File: src/rtl/instruction_decode_stage_pkg.sv
// Shared MIPS decode constants: control-bus widths, control bit positions and
// the immediate-extension opcodes used by the ID stage.
package instruction_decode_stage_pkg;

  localparam int DEF_NB_CTRL_WB  = 2;
  localparam int DEF_NB_CTRL_MEM = 3;
  localparam int DEF_NB_CTRL_EX  = 7;

  localparam int WB_REGWRITE  = 1;
  localparam int WB_MEMTOREG  = 0;
  localparam int MEM_BRANCH   = 2;
  localparam int MEM_MEMREAD  = 1;
  localparam int MEM_MEMWRITE = 0;
  localparam int EX_REGDST    = 6;
  localparam int EX_ALUSRC    = 5;
  localparam int EX_JUMP      = 4;

  localparam logic [5:0] OP_ANDI = 6'h0C;
  localparam logic [5:0] OP_ORI  = 6'h0D;
  localparam logic [5:0] OP_XORI = 6'h0E;
  localparam logic [5:0] OP_LUI  = 6'h0F;

  typedef enum logic [1:0] {EXT_SIGN, EXT_ZERO, EXT_UPPER} ext_kind_e;

  // Logical immediates are unsigned, lui places the immediate in the top half.
  function automatic ext_kind_e ext_kind(input logic [5:0] op);
    case (op)
      OP_ANDI, OP_ORI, OP_XORI: return EXT_ZERO;
      OP_LUI:                   return EXT_UPPER;
      default:                  return EXT_SIGN;
    endcase
  endfunction

endpackage

File: src/rtl/instruction_decode_stage_if.sv
// IF/ID-to-ID/EX bus of the decode stage; master drives the IF/ID side and
// write-back, slave is the decode stage itself.
interface instruction_decode_stage_if
  import instruction_decode_stage_pkg::*;
#(
  parameter int LEN                  = 32,
  parameter int NB_ADDRESS_REGISTROS = 5,
  parameter int NB_CTRL_WB           = DEF_NB_CTRL_WB,
  parameter int NB_CTRL_MEM          = DEF_NB_CTRL_MEM,
  parameter int NB_CTRL_EX           = DEF_NB_CTRL_EX,
  parameter int NB_STALL_CNT         = 16
);
  logic                            i_valid;
  logic [LEN-1:0]                  i_instruccion;
  logic [LEN-1:0]                  i_adder_pc;
  logic [NB_CTRL_WB-1:0]           i_ctrl_wb;
  logic [NB_CTRL_MEM-1:0]          i_ctrl_mem;
  logic [NB_CTRL_EX-1:0]           i_ctrl_ex;
  logic                            i_RegWrite;
  logic [NB_ADDRESS_REGISTROS-1:0] i_write_reg;
  logic [LEN-1:0]                  i_write_data;
  logic                            i_flush;
  logic                            o_stall;
  logic                            o_valid;
  logic [LEN-1:0]                  o_adder_pc;
  logic [LEN-1:0]                  o_dato1;
  logic [LEN-1:0]                  o_dato2;
  logic [LEN-1:0]                  o_sign_extend;
  logic [NB_ADDRESS_REGISTROS-1:0] o_rs;
  logic [NB_ADDRESS_REGISTROS-1:0] o_rt;
  logic [NB_ADDRESS_REGISTROS-1:0] o_rd;
  logic [NB_ADDRESS_REGISTROS-1:0] o_shamt;
  logic [NB_CTRL_WB-1:0]           o_ctrl_wb;
  logic [NB_CTRL_MEM-1:0]          o_ctrl_mem;
  logic [NB_CTRL_EX-1:0]           o_ctrl_ex;
  logic [NB_STALL_CNT-1:0]         o_stall_count;

  modport master (
    output i_valid, i_instruccion, i_adder_pc, i_ctrl_wb, i_ctrl_mem, i_ctrl_ex,
           i_RegWrite, i_write_reg, i_write_data, i_flush,
    input  o_stall, o_valid, o_adder_pc, o_dato1, o_dato2, o_sign_extend,
           o_rs, o_rt, o_rd, o_shamt, o_ctrl_wb, o_ctrl_mem, o_ctrl_ex, o_stall_count
  );

  modport slave (
    input  i_valid, i_instruccion, i_adder_pc, i_ctrl_wb, i_ctrl_mem, i_ctrl_ex,
           i_RegWrite, i_write_reg, i_write_data, i_flush,
    output o_stall, o_valid, o_adder_pc, o_dato1, o_dato2, o_sign_extend,
           o_rs, o_rt, o_rd, o_shamt, o_ctrl_wb, o_ctrl_mem, o_ctrl_ex, o_stall_count
  );
endinterface

File: src/rtl/instruction_decode_stage_reg_file_bypass.sv
// MIPS register file with write-through bypass: a same-cycle write-back to a
// register being read is forwarded to the read port.
module reg_file_bypass #(
  parameter int LEN                  = 32,
  parameter int CANTIDAD_REGISTROS   = 32,
  parameter int NB_ADDRESS_REGISTROS = $clog2(CANTIDAD_REGISTROS)
) (
  input  logic                            i_clk,
  input  logic                            i_rst,
  input  logic                            i_we,
  input  logic [NB_ADDRESS_REGISTROS-1:0] i_waddr,
  input  logic signed [LEN-1:0]           i_wdata,
  input  logic [NB_ADDRESS_REGISTROS-1:0] i_raddr1,
  input  logic [NB_ADDRESS_REGISTROS-1:0] i_raddr2,
  output logic signed [LEN-1:0]           o_rdata1,
  output logic signed [LEN-1:0]           o_rdata2
);
  logic signed [LEN-1:0] regs [CANTIDAD_REGISTROS];
  logic                  wr_en;

  assign wr_en = i_we && (i_waddr != '0);

  always_ff @(posedge i_clk or posedge i_rst) begin
    if (i_rst) begin
      for (int i = 0; i < CANTIDAD_REGISTROS; i++) regs[i] <= '0;
    end else if (wr_en) begin
      regs[i_waddr] <= i_wdata;
    end
  end

  // r0 is hard-wired to zero even if the array entry were ever disturbed.
  always_comb begin
    o_rdata1 = '0;
    o_rdata2 = '0;
    if (i_raddr1 != '0) o_rdata1 = (wr_en && i_waddr == i_raddr1) ? i_wdata : regs[i_raddr1];
    if (i_raddr2 != '0) o_rdata2 = (wr_en && i_waddr == i_raddr2) ? i_wdata : regs[i_raddr2];
  end
endmodule

File: src/rtl/instruction_decode_stage.sv
// MIPS ID stage: field decode, immediate extension, load-use hazard detection
// with stall counting, and the ID/EX pipeline register.
module instruction_decode_stage
  import instruction_decode_stage_pkg::*;
#(
  parameter int LEN                  = 32,
  parameter int CANTIDAD_REGISTROS   = 32,
  parameter int NB_ADDRESS_REGISTROS = $clog2(CANTIDAD_REGISTROS),
  parameter int NB_CTRL_WB           = DEF_NB_CTRL_WB,
  parameter int NB_CTRL_MEM          = DEF_NB_CTRL_MEM,
  parameter int NB_CTRL_EX           = DEF_NB_CTRL_EX,
  parameter int NB_STALL_CNT         = 16
) (
  input logic i_clk,
  input logic i_rst,
  instruction_decode_stage_if.slave bus
);
  logic [5:0]                      opcode;
  logic [NB_ADDRESS_REGISTROS-1:0] rs, rt, rd, shamt;
  logic [15:0]                     imm;
  logic signed [LEN-1:0]           rdata1, rdata2, ext_imm;
  logic                            hazard, stall, bubble;

  logic                            vld_p1;
  logic [LEN-1:0]                  pc_p1;
  logic signed [LEN-1:0]           dato1_p1, dato2_p1, sext_p1;
  logic [NB_ADDRESS_REGISTROS-1:0] rs_p1, rt_p1, rd_p1, shamt_p1;
  logic [NB_CTRL_WB-1:0]           wb_p1;
  logic [NB_CTRL_MEM-1:0]          mem_p1;
  logic [NB_CTRL_EX-1:0]           ex_p1;
  logic [NB_STALL_CNT-1:0]         stall_cnt;

  function automatic logic signed [LEN-1:0] extend_imm(input ext_kind_e kind, input logic [15:0] val);
    logic [LEN-1:0] r;
    r = '0;
    case (kind)
      EXT_ZERO:  r[15:0]  = val;
      EXT_UPPER: r[31:16] = val;
      default:   r = {{(LEN-16){val[15]}}, val};
    endcase
    return signed'(r);
  endfunction

  function automatic logic [NB_STALL_CNT-1:0] sat_inc(input logic [NB_STALL_CNT-1:0] v);
    return (&v) ? v : v + NB_STALL_CNT'(1);
  endfunction

  assign opcode  = bus.i_instruccion[31:26];
  assign rs      = NB_ADDRESS_REGISTROS'(bus.i_instruccion[25:21]);
  assign rt      = NB_ADDRESS_REGISTROS'(bus.i_instruccion[20:16]);
  assign rd      = NB_ADDRESS_REGISTROS'(bus.i_instruccion[15:11]);
  assign shamt   = NB_ADDRESS_REGISTROS'(bus.i_instruccion[10:6]);
  assign imm     = bus.i_instruccion[15:0];
  assign ext_imm = extend_imm(ext_kind(opcode), imm);

  reg_file_bypass #(
    .LEN                 (LEN),
    .CANTIDAD_REGISTROS  (CANTIDAD_REGISTROS),
    .NB_ADDRESS_REGISTROS(NB_ADDRESS_REGISTROS)
  ) u_reg_file (
    .i_clk   (i_clk),
    .i_rst   (i_rst),
    .i_we    (bus.i_RegWrite),
    .i_waddr (bus.i_write_reg),
    .i_wdata (signed'(bus.i_write_data)),
    .i_raddr1(rs),
    .i_raddr2(rt),
    .o_rdata1(rdata1),
    .o_rdata2(rdata2)
  );

  // A load in EX whose target is read by the instruction in ID must wait a cycle.
  assign hazard = vld_p1 && mem_p1[MEM_MEMREAD] && (rt_p1 != '0) && bus.i_valid &&
                  ((rt_p1 == rs) || (rt_p1 == rt));
  assign stall  = hazard && !bus.i_flush;
  assign bubble = bus.i_flush || stall || !bus.i_valid;

  // ---- ID -> EX boundary ----
  always_ff @(posedge i_clk or posedge i_rst) begin
    if (i_rst) begin
      vld_p1    <= 1'b0;
      stall_cnt <= '0;
      pc_p1     <= '0;
      dato1_p1  <= '0;
      dato2_p1  <= '0;
      sext_p1   <= '0;
      rs_p1     <= '0;
      rt_p1     <= '0;
      rd_p1     <= '0;
      shamt_p1  <= '0;
      wb_p1     <= '0;
      mem_p1    <= '0;
      ex_p1     <= '0;
    end else begin
      if (stall) stall_cnt <= sat_inc(stall_cnt);
      if (bubble) begin
        vld_p1   <= 1'b0;
        pc_p1    <= '0;
        dato1_p1 <= '0;
        dato2_p1 <= '0;
        sext_p1  <= '0;
        rs_p1    <= '0;
        rt_p1    <= '0;
        rd_p1    <= '0;
        shamt_p1 <= '0;
        wb_p1    <= '0;
        mem_p1   <= '0;
        ex_p1    <= '0;
      end else begin
        vld_p1   <= 1'b1;
        pc_p1    <= bus.i_adder_pc;
        dato1_p1 <= rdata1;
        dato2_p1 <= rdata2;
        sext_p1  <= ext_imm;
        rs_p1    <= rs;
        rt_p1    <= rt;
        rd_p1    <= rd;
        shamt_p1 <= shamt;
        wb_p1    <= bus.i_ctrl_wb;
        mem_p1   <= bus.i_ctrl_mem;
        ex_p1    <= bus.i_ctrl_ex;
      end
    end
  end

  assign bus.o_stall       = stall;
  assign bus.o_valid       = vld_p1;
  assign bus.o_adder_pc    = pc_p1;
  assign bus.o_dato1       = dato1_p1;
  assign bus.o_dato2       = dato2_p1;
  assign bus.o_sign_extend = sext_p1;
  assign bus.o_rs          = rs_p1;
  assign bus.o_rt          = rt_p1;
  assign bus.o_rd          = rd_p1;
  assign bus.o_shamt       = shamt_p1;
  assign bus.o_ctrl_wb     = wb_p1;
  assign bus.o_ctrl_mem    = mem_p1;
  assign bus.o_ctrl_ex     = ex_p1;
  assign bus.o_stall_count = stall_cnt;
endmodule

File: src/flat_wrapper.sv
// flat-port wrapper written by rule: the top's interface ports become plain ports
module instruction_decode_stage_flat import instruction_decode_stage_pkg::*;
#(
  parameter int LEN                  = 32,
  parameter int CANTIDAD_REGISTROS   = 32,
  parameter int NB_ADDRESS_REGISTROS = $clog2(CANTIDAD_REGISTROS),
  parameter int NB_CTRL_WB           = DEF_NB_CTRL_WB,
  parameter int NB_CTRL_MEM          = DEF_NB_CTRL_MEM,
  parameter int NB_CTRL_EX           = DEF_NB_CTRL_EX,
  parameter int NB_STALL_CNT         = 16
)
  (i_clk, i_rst, bus_i_valid, bus_i_instruccion, bus_i_adder_pc, bus_i_ctrl_wb, bus_i_ctrl_mem, bus_i_ctrl_ex, bus_i_RegWrite, bus_i_write_reg, bus_i_write_data, bus_i_flush, bus_o_stall, bus_o_valid, bus_o_adder_pc, bus_o_dato1, bus_o_dato2, bus_o_sign_extend, bus_o_rs, bus_o_rt, bus_o_rd, bus_o_shamt, bus_o_ctrl_wb, bus_o_ctrl_mem, bus_o_ctrl_ex, bus_o_stall_count);
  instruction_decode_stage_if #(.LEN(LEN), .NB_ADDRESS_REGISTROS(NB_ADDRESS_REGISTROS), .NB_CTRL_WB(NB_CTRL_WB), .NB_CTRL_MEM(NB_CTRL_MEM), .NB_CTRL_EX(NB_CTRL_EX), .NB_STALL_CNT(NB_STALL_CNT)) bus_i ();
  input logic i_clk;
  input logic i_rst;
  input wire logic [$bits(bus_i.i_valid)-1:0] bus_i_valid;
  input wire logic [$bits(bus_i.i_instruccion)-1:0] bus_i_instruccion;
  input wire logic [$bits(bus_i.i_adder_pc)-1:0] bus_i_adder_pc;
  input wire logic [$bits(bus_i.i_ctrl_wb)-1:0] bus_i_ctrl_wb;
  input wire logic [$bits(bus_i.i_ctrl_mem)-1:0] bus_i_ctrl_mem;
  input wire logic [$bits(bus_i.i_ctrl_ex)-1:0] bus_i_ctrl_ex;
  input wire logic [$bits(bus_i.i_RegWrite)-1:0] bus_i_RegWrite;
  input wire logic [$bits(bus_i.i_write_reg)-1:0] bus_i_write_reg;
  input wire logic [$bits(bus_i.i_write_data)-1:0] bus_i_write_data;
  input wire logic [$bits(bus_i.i_flush)-1:0] bus_i_flush;
  output wire logic [$bits(bus_i.o_stall)-1:0] bus_o_stall;
  output wire logic [$bits(bus_i.o_valid)-1:0] bus_o_valid;
  output wire logic [$bits(bus_i.o_adder_pc)-1:0] bus_o_adder_pc;
  output wire logic [$bits(bus_i.o_dato1)-1:0] bus_o_dato1;
  output wire logic [$bits(bus_i.o_dato2)-1:0] bus_o_dato2;
  output wire logic [$bits(bus_i.o_sign_extend)-1:0] bus_o_sign_extend;
  output wire logic [$bits(bus_i.o_rs)-1:0] bus_o_rs;
  output wire logic [$bits(bus_i.o_rt)-1:0] bus_o_rt;
  output wire logic [$bits(bus_i.o_rd)-1:0] bus_o_rd;
  output wire logic [$bits(bus_i.o_shamt)-1:0] bus_o_shamt;
  output wire logic [$bits(bus_i.o_ctrl_wb)-1:0] bus_o_ctrl_wb;
  output wire logic [$bits(bus_i.o_ctrl_mem)-1:0] bus_o_ctrl_mem;
  output wire logic [$bits(bus_i.o_ctrl_ex)-1:0] bus_o_ctrl_ex;
  output wire logic [$bits(bus_i.o_stall_count)-1:0] bus_o_stall_count;
  assign bus_i.i_valid = bus_i_valid;
  assign bus_i.i_instruccion = bus_i_instruccion;
  assign bus_i.i_adder_pc = bus_i_adder_pc;
  assign bus_i.i_ctrl_wb = bus_i_ctrl_wb;
  assign bus_i.i_ctrl_mem = bus_i_ctrl_mem;
  assign bus_i.i_ctrl_ex = bus_i_ctrl_ex;
  assign bus_i.i_RegWrite = bus_i_RegWrite;
  assign bus_i.i_write_reg = bus_i_write_reg;
  assign bus_i.i_write_data = bus_i_write_data;
  assign bus_i.i_flush = bus_i_flush;
  assign bus_o_stall = bus_i.o_stall;
  assign bus_o_valid = bus_i.o_valid;
  assign bus_o_adder_pc = bus_i.o_adder_pc;
  assign bus_o_dato1 = bus_i.o_dato1;
  assign bus_o_dato2 = bus_i.o_dato2;
  assign bus_o_sign_extend = bus_i.o_sign_extend;
  assign bus_o_rs = bus_i.o_rs;
  assign bus_o_rt = bus_i.o_rt;
  assign bus_o_rd = bus_i.o_rd;
  assign bus_o_shamt = bus_i.o_shamt;
  assign bus_o_ctrl_wb = bus_i.o_ctrl_wb;
  assign bus_o_ctrl_mem = bus_i.o_ctrl_mem;
  assign bus_o_ctrl_ex = bus_i.o_ctrl_ex;
  assign bus_o_stall_count = bus_i.o_stall_count;
  instruction_decode_stage #(.LEN(LEN), .CANTIDAD_REGISTROS(CANTIDAD_REGISTROS), .NB_ADDRESS_REGISTROS(NB_ADDRESS_REGISTROS), .NB_CTRL_WB(NB_CTRL_WB), .NB_CTRL_MEM(NB_CTRL_MEM), .NB_CTRL_EX(NB_CTRL_EX), .NB_STALL_CNT(NB_STALL_CNT)) u_core (.i_clk(i_clk), .i_rst(i_rst), .bus(bus_i));
endmodule
File: config.mk
export PLATFORM = sky130hd
export DESIGN_NAME = instruction_decode_stage_flat
export DESIGN_NICKNAME = d
export VERILOG_FILES = /design/src/rtl/instruction_decode_stage_pkg.sv /design/src/rtl/instruction_decode_stage_if.sv /design/src/rtl/instruction_decode_stage_reg_file_bypass.sv /design/src/rtl/instruction_decode_stage.sv /design/src/flat_wrapper.sv
export SDC_FILE = /design/constraint.sdc
export NUM_CORES = 2
export LEC_CHECK = 0
export ABC_AREA = 1
export CORE_MARGIN = 5
export CORE_UTILIZATION = 40
export DETAILED_ROUTE_END_ITERATION = 10
export PLACE_DENSITY_LB_ADDON = 0.2
export SYNTH_ARGS = -nofsm -noshare
export SYNTH_HDL_FRONTEND = slang
export SYNTH_HIERARCHICAL = 1
export SYNTH_SLANG_ARGS = --single-unit
File: constraint.sdc
create_clock -name i_clk -period 89.6 [get_ports i_clk]
set_input_delay 17.92 -clock i_clk [delete_from_list [all_inputs] [get_ports i_clk]]
set_output_delay 17.92 -clock i_clk [all_outputs]
set_load 0.1 [all_outputs]
==> out/results.txt <==
worst hold path stage count -> 0
Reg clk slew, reported paths -> 0.06 ns
Die Span Y -> 416.3 um
later-pin clock latency in the skew report -> 0.82 ns
final worst-path cycle share -> 43.25%
leakage -> 37.17 nW
transition time of the tightest slew-check pin -> 1.204 ns
post-synth net total -> 9640
average cell area after synthesis -> 6.938 um^2
largest clock skew in the final design -> 0.03033 ns
class of the most critical setup path -> primary input to primary output
accumulated negative setup slack -> 0 ns
kind of start point of the critical path -> primary input
placeable core region -> 0.1646 mm^2
via count of the first global-routing pass -> 60820
unrepaired setup endpoints after global routing -> false
minimum clock period -> 38.75 ns
Die W -> 416.3 um
number of detailed-route iterations in the first pass -> 6
total number of vias -> 65650
Internal Power -> 1.069 mW
share of power burned in registers -> 42.7%
share of cells above drive strength 1 -> 4.654%
pin count of the biggest net entering global routing -> 166
proportion of power drawn by the clock network -> 35.7%
via count normalized by instance count -> 5.656
average routed wire per standard cell -> 23.49 um
data arrival time of the critical path -> 20.83 ns
setup violators final -> 0
kind of path behind the tightest hold check -> flip-flop to flip-flop
Hold Buf Count CTS -> 0
part of the Yosys area used for sequential elements -> 45.51%
antenna-violating nets left -> 0
total number of H-tree levels -> 4
quantity of I/O buffers inserted on ports -> 295
Maximum Capacitance Violations -> 0
number of remaining DRC errors -> 0
Cell Rows -> 149
number of cell instances on the worst register-to-register path -> 11
global-route total usage across every layer -> 30.49%
post-CTS resize count -> 0
overall die area -> 0.1733 mm^2
largest voltage drop on the vdd net -> 0.00002298 V
antenna violations before repair -> 18
maximum clock frequency -> 0.02581 GHz
effective utilization at floorplan -> 40.12%
total clock sinks -> 1201
CTS root buf -> sky130_fd_sc_hd__clkbuf_16
total wire length after detailed routing -> 272.7 mm
number of CTS-inserted buffers -> 138
sw frac -> 33.05%
I/O pin count -> 296
kind of end point of the critical path -> primary output
commonest non-fill, non-tap cells in the layout -> sky130_fd_sc_hd__nand2_1 (2956), sky130_fd_sc_hd__nand3_1 (1402), sky130_fd_sc_hd__dfrtp_1 (1201)
post-CTS setup-driven buffer insertion count -> 0
starting DRC count in detailed routing -> 9039
switching power -> 527.8 uW
final layout net count -> 9426
Hold Worst Slack -> 0.3756 ns
clock tree from TritonCTS -> done
data required time of the worst path -> 71.68 ns
maximum clock path buffer count -> 3
combinational group share of total power -> 21.5%
post-synthesis sequential element count -> 1201
wire length of the first global-routing pass -> 402.2 mm
DP HPWL -> 150.2 mm
global route overflow -> 0
number of cells produced by synthesis -> 9519
worst-path maximum fanout -> 22
final count of hold timing violations -> 0
final RePlAce weighted congestion -> 0.8860
Area growth, synth to finish -> 12.73%
Max-slew headroom -> 19.74%
result of the run -> complete, no violations
number of distinct library cells after synthesis -> 29
total power divided by cell area -> 21.45 mW/mm^2
most common library cell in the layout ignoring fill and taps -> sky130_fd_sc_hd__nand2_1
Warnings, synthesis -> 6
cell area after technology mapping -> 0.06604 mm^2
fin. max-slew vios -> 0
==> registers in the layout, summed over array words and instances (netlist names), 7 cells and up <==
signal and flops:
u_core/bus.o_dato1 32, u_core/bus.o_sign_extend 32, u_core/bus.o_stall_count 16, u_core/bus.o_dato2 32, u_core/bus.o_adder_pc 32, u_core/bus.o_ctrl_ex 7
u_core/u_reg_file/regs 1024
==> path summary, 6_finish.rpt <==
check                                              from                            to  slack, ns
hold / removal             u_core/u_reg_file/regs[1017]  u_core/u_reg_file/regs[1017]       0.38
setup reg to reg                     u_core/bus.o_rt[1]        u_core/bus.o_dato1[26]      86.08
min in group asynchronous                         i_rst   u_core/bus.o_stall_count[1]      17.77
max in group asynchronous                         i_rst   u_core/u_reg_file/regs[157]      68.64
hold reg to reg            u_core/u_reg_file/regs[1017]  u_core/u_reg_file/regs[1017]       0.38
setup / recovery                  bus_i_instruccion[20]                   bus_o_stall      50.85
==> layer usage <==
metal  vias up  part of all wire, %  track usage (%)
met3       661                   11            6.903
met2      3928                   43            46.90
li1      29730                    -                -
met1     31320                   41            41.27
met4        14                  4.8            13.44
met5         -                0.031                0
==> synth_stat cells <==
master,number,area share (%)
sky130_fd_sc_hd__ha_1,3,0.057
sky130_fd_sc_hd__clkinv_1,1,0.0057
sky130_fd_sc_hd__nand3_1,1402,11
sky130_fd_sc_hd__nor3_2,7,0.11
sky130_fd_sc_hd__buf_2,110,0.83
sky130_fd_sc_hd__a21oi_1,141,1.1
sky130_fd_sc_hd__inv_1,1106,6.3
sky130_fd_sc_hd__nand2_1,2984,17
sky130_fd_sc_hd__buf_1,99,0.56
sky130_fd_sc_hd__o21ai_1,92,0.70
sky130_fd_sc_hd__nor4_4,1,0.032
sky130_fd_sc_hd__or2_2,37,0.35
sky130_fd_sc_hd__clkbuf_1,538,3.1
sky130_fd_sc_hd__o21bai_1,1,0.011
sky130_fd_sc_hd__nor4_1,1,0.0095
sky130_fd_sc_hd__buf_4,12,0.14
sky130_fd_sc_hd__nand3_2,1,0.015
sky130_fd_sc_hd__nand4_1,4,0.038
sky130_fd_sc_hd__dfrtp_1,1201,46
sky130_fd_sc_hd__xnor2_1,16,0.21
sky130_fd_sc_hd__inv_2,14,0.080
sky130_fd_sc_hd__nor3_1,7,0.053
sky130_fd_sc_hd__nor2_1,404,2.3
sky130_fd_sc_hd__xor2_1,8,0.11
sky130_fd_sc_hd__nor2_4,1,0.017
sky130_fd_sc_hd__o21ai_0,1114,8.4
sky130_fd_sc_hd__nand4_2,1,0.019
sky130_fd_sc_hd__o211ai_1,208,2.4
sky130_fd_sc_hd__nor2_2,5,0.047
==> worst max-delay path: stages <==
cell,delay (ns)
sky130_fd_sc_hd__buf_4,0.55
sky130_fd_sc_hd__inv_1,0.14
sky130_fd_sc_hd__nand2_1,0.10
sky130_fd_sc_hd__nand2_1,0.06
sky130_fd_sc_hd__nor2_1,0.10
sky130_fd_sc_hd__nand3_1,0.14
sky130_fd_sc_hd__nand2_1,0.32
sky130_fd_sc_hd__nand3_1,0.22
sky130_fd_sc_hd__inv_1,0.10
sky130_fd_sc_hd__clkdlybuf4s50_1,1.13
==> area by class of cell <==
type / instances / area (um^2)
multi-input combinational: 6438 / 29000
tap: 2189 / 2739
clock inverter: 48 / 570.5
fill: 16580 / 90170
timing repair buffer: 405 / 3890
antenna: 7 / 17.52
clock buffer: 198 / 3920
inverter: 1121 / 4259
sequential: 1201 / 30050
==> cell families after synthesis <==
group                      after synthesis  share of synthesized area (%)
buffers and inverters                 1880                          10.96
adders and majority gates                3                        0.05684
xor gates and xnor gates                24                         0.3183
DFF                                   1201                          45.51
and+or+nand+nor                       4855                          30.57
AOI/OAI and AO/OA                     1556                          12.58
==> metrics by stage <==
stage	cells	setup slack, ns	utilization [%]	cell area [um^2]	power (mW)
after detailed placement	11350	50.91	42.49	69940	1.027
after global placement	11350	50.82	42.49	69940	1.017
after global routing	11600	50.75	45.21	74430	1.680
after floorplan	9519	42.86	-	66040	0.9298
final	11610	50.85	45.23	74450	1.597
after CTS	11600	50.90	45.21	74430	1.600
==> power by group through the flow <==
stage / sequential, mW / combinational, mW / clock [mW]
after floorplan: 0.705 / 0.225 / 0
after global placement: 0.687 / 0.330 / 0
after detailed placement: 0.689 / 0.338 / 0
after CTS: 0.680 / 0.339 / 0.580
after global routing: 0.692 / 0.387 / 0.601
final: 0.682 / 0.344 / 0.571
Power figures use the tool's default switching activity.
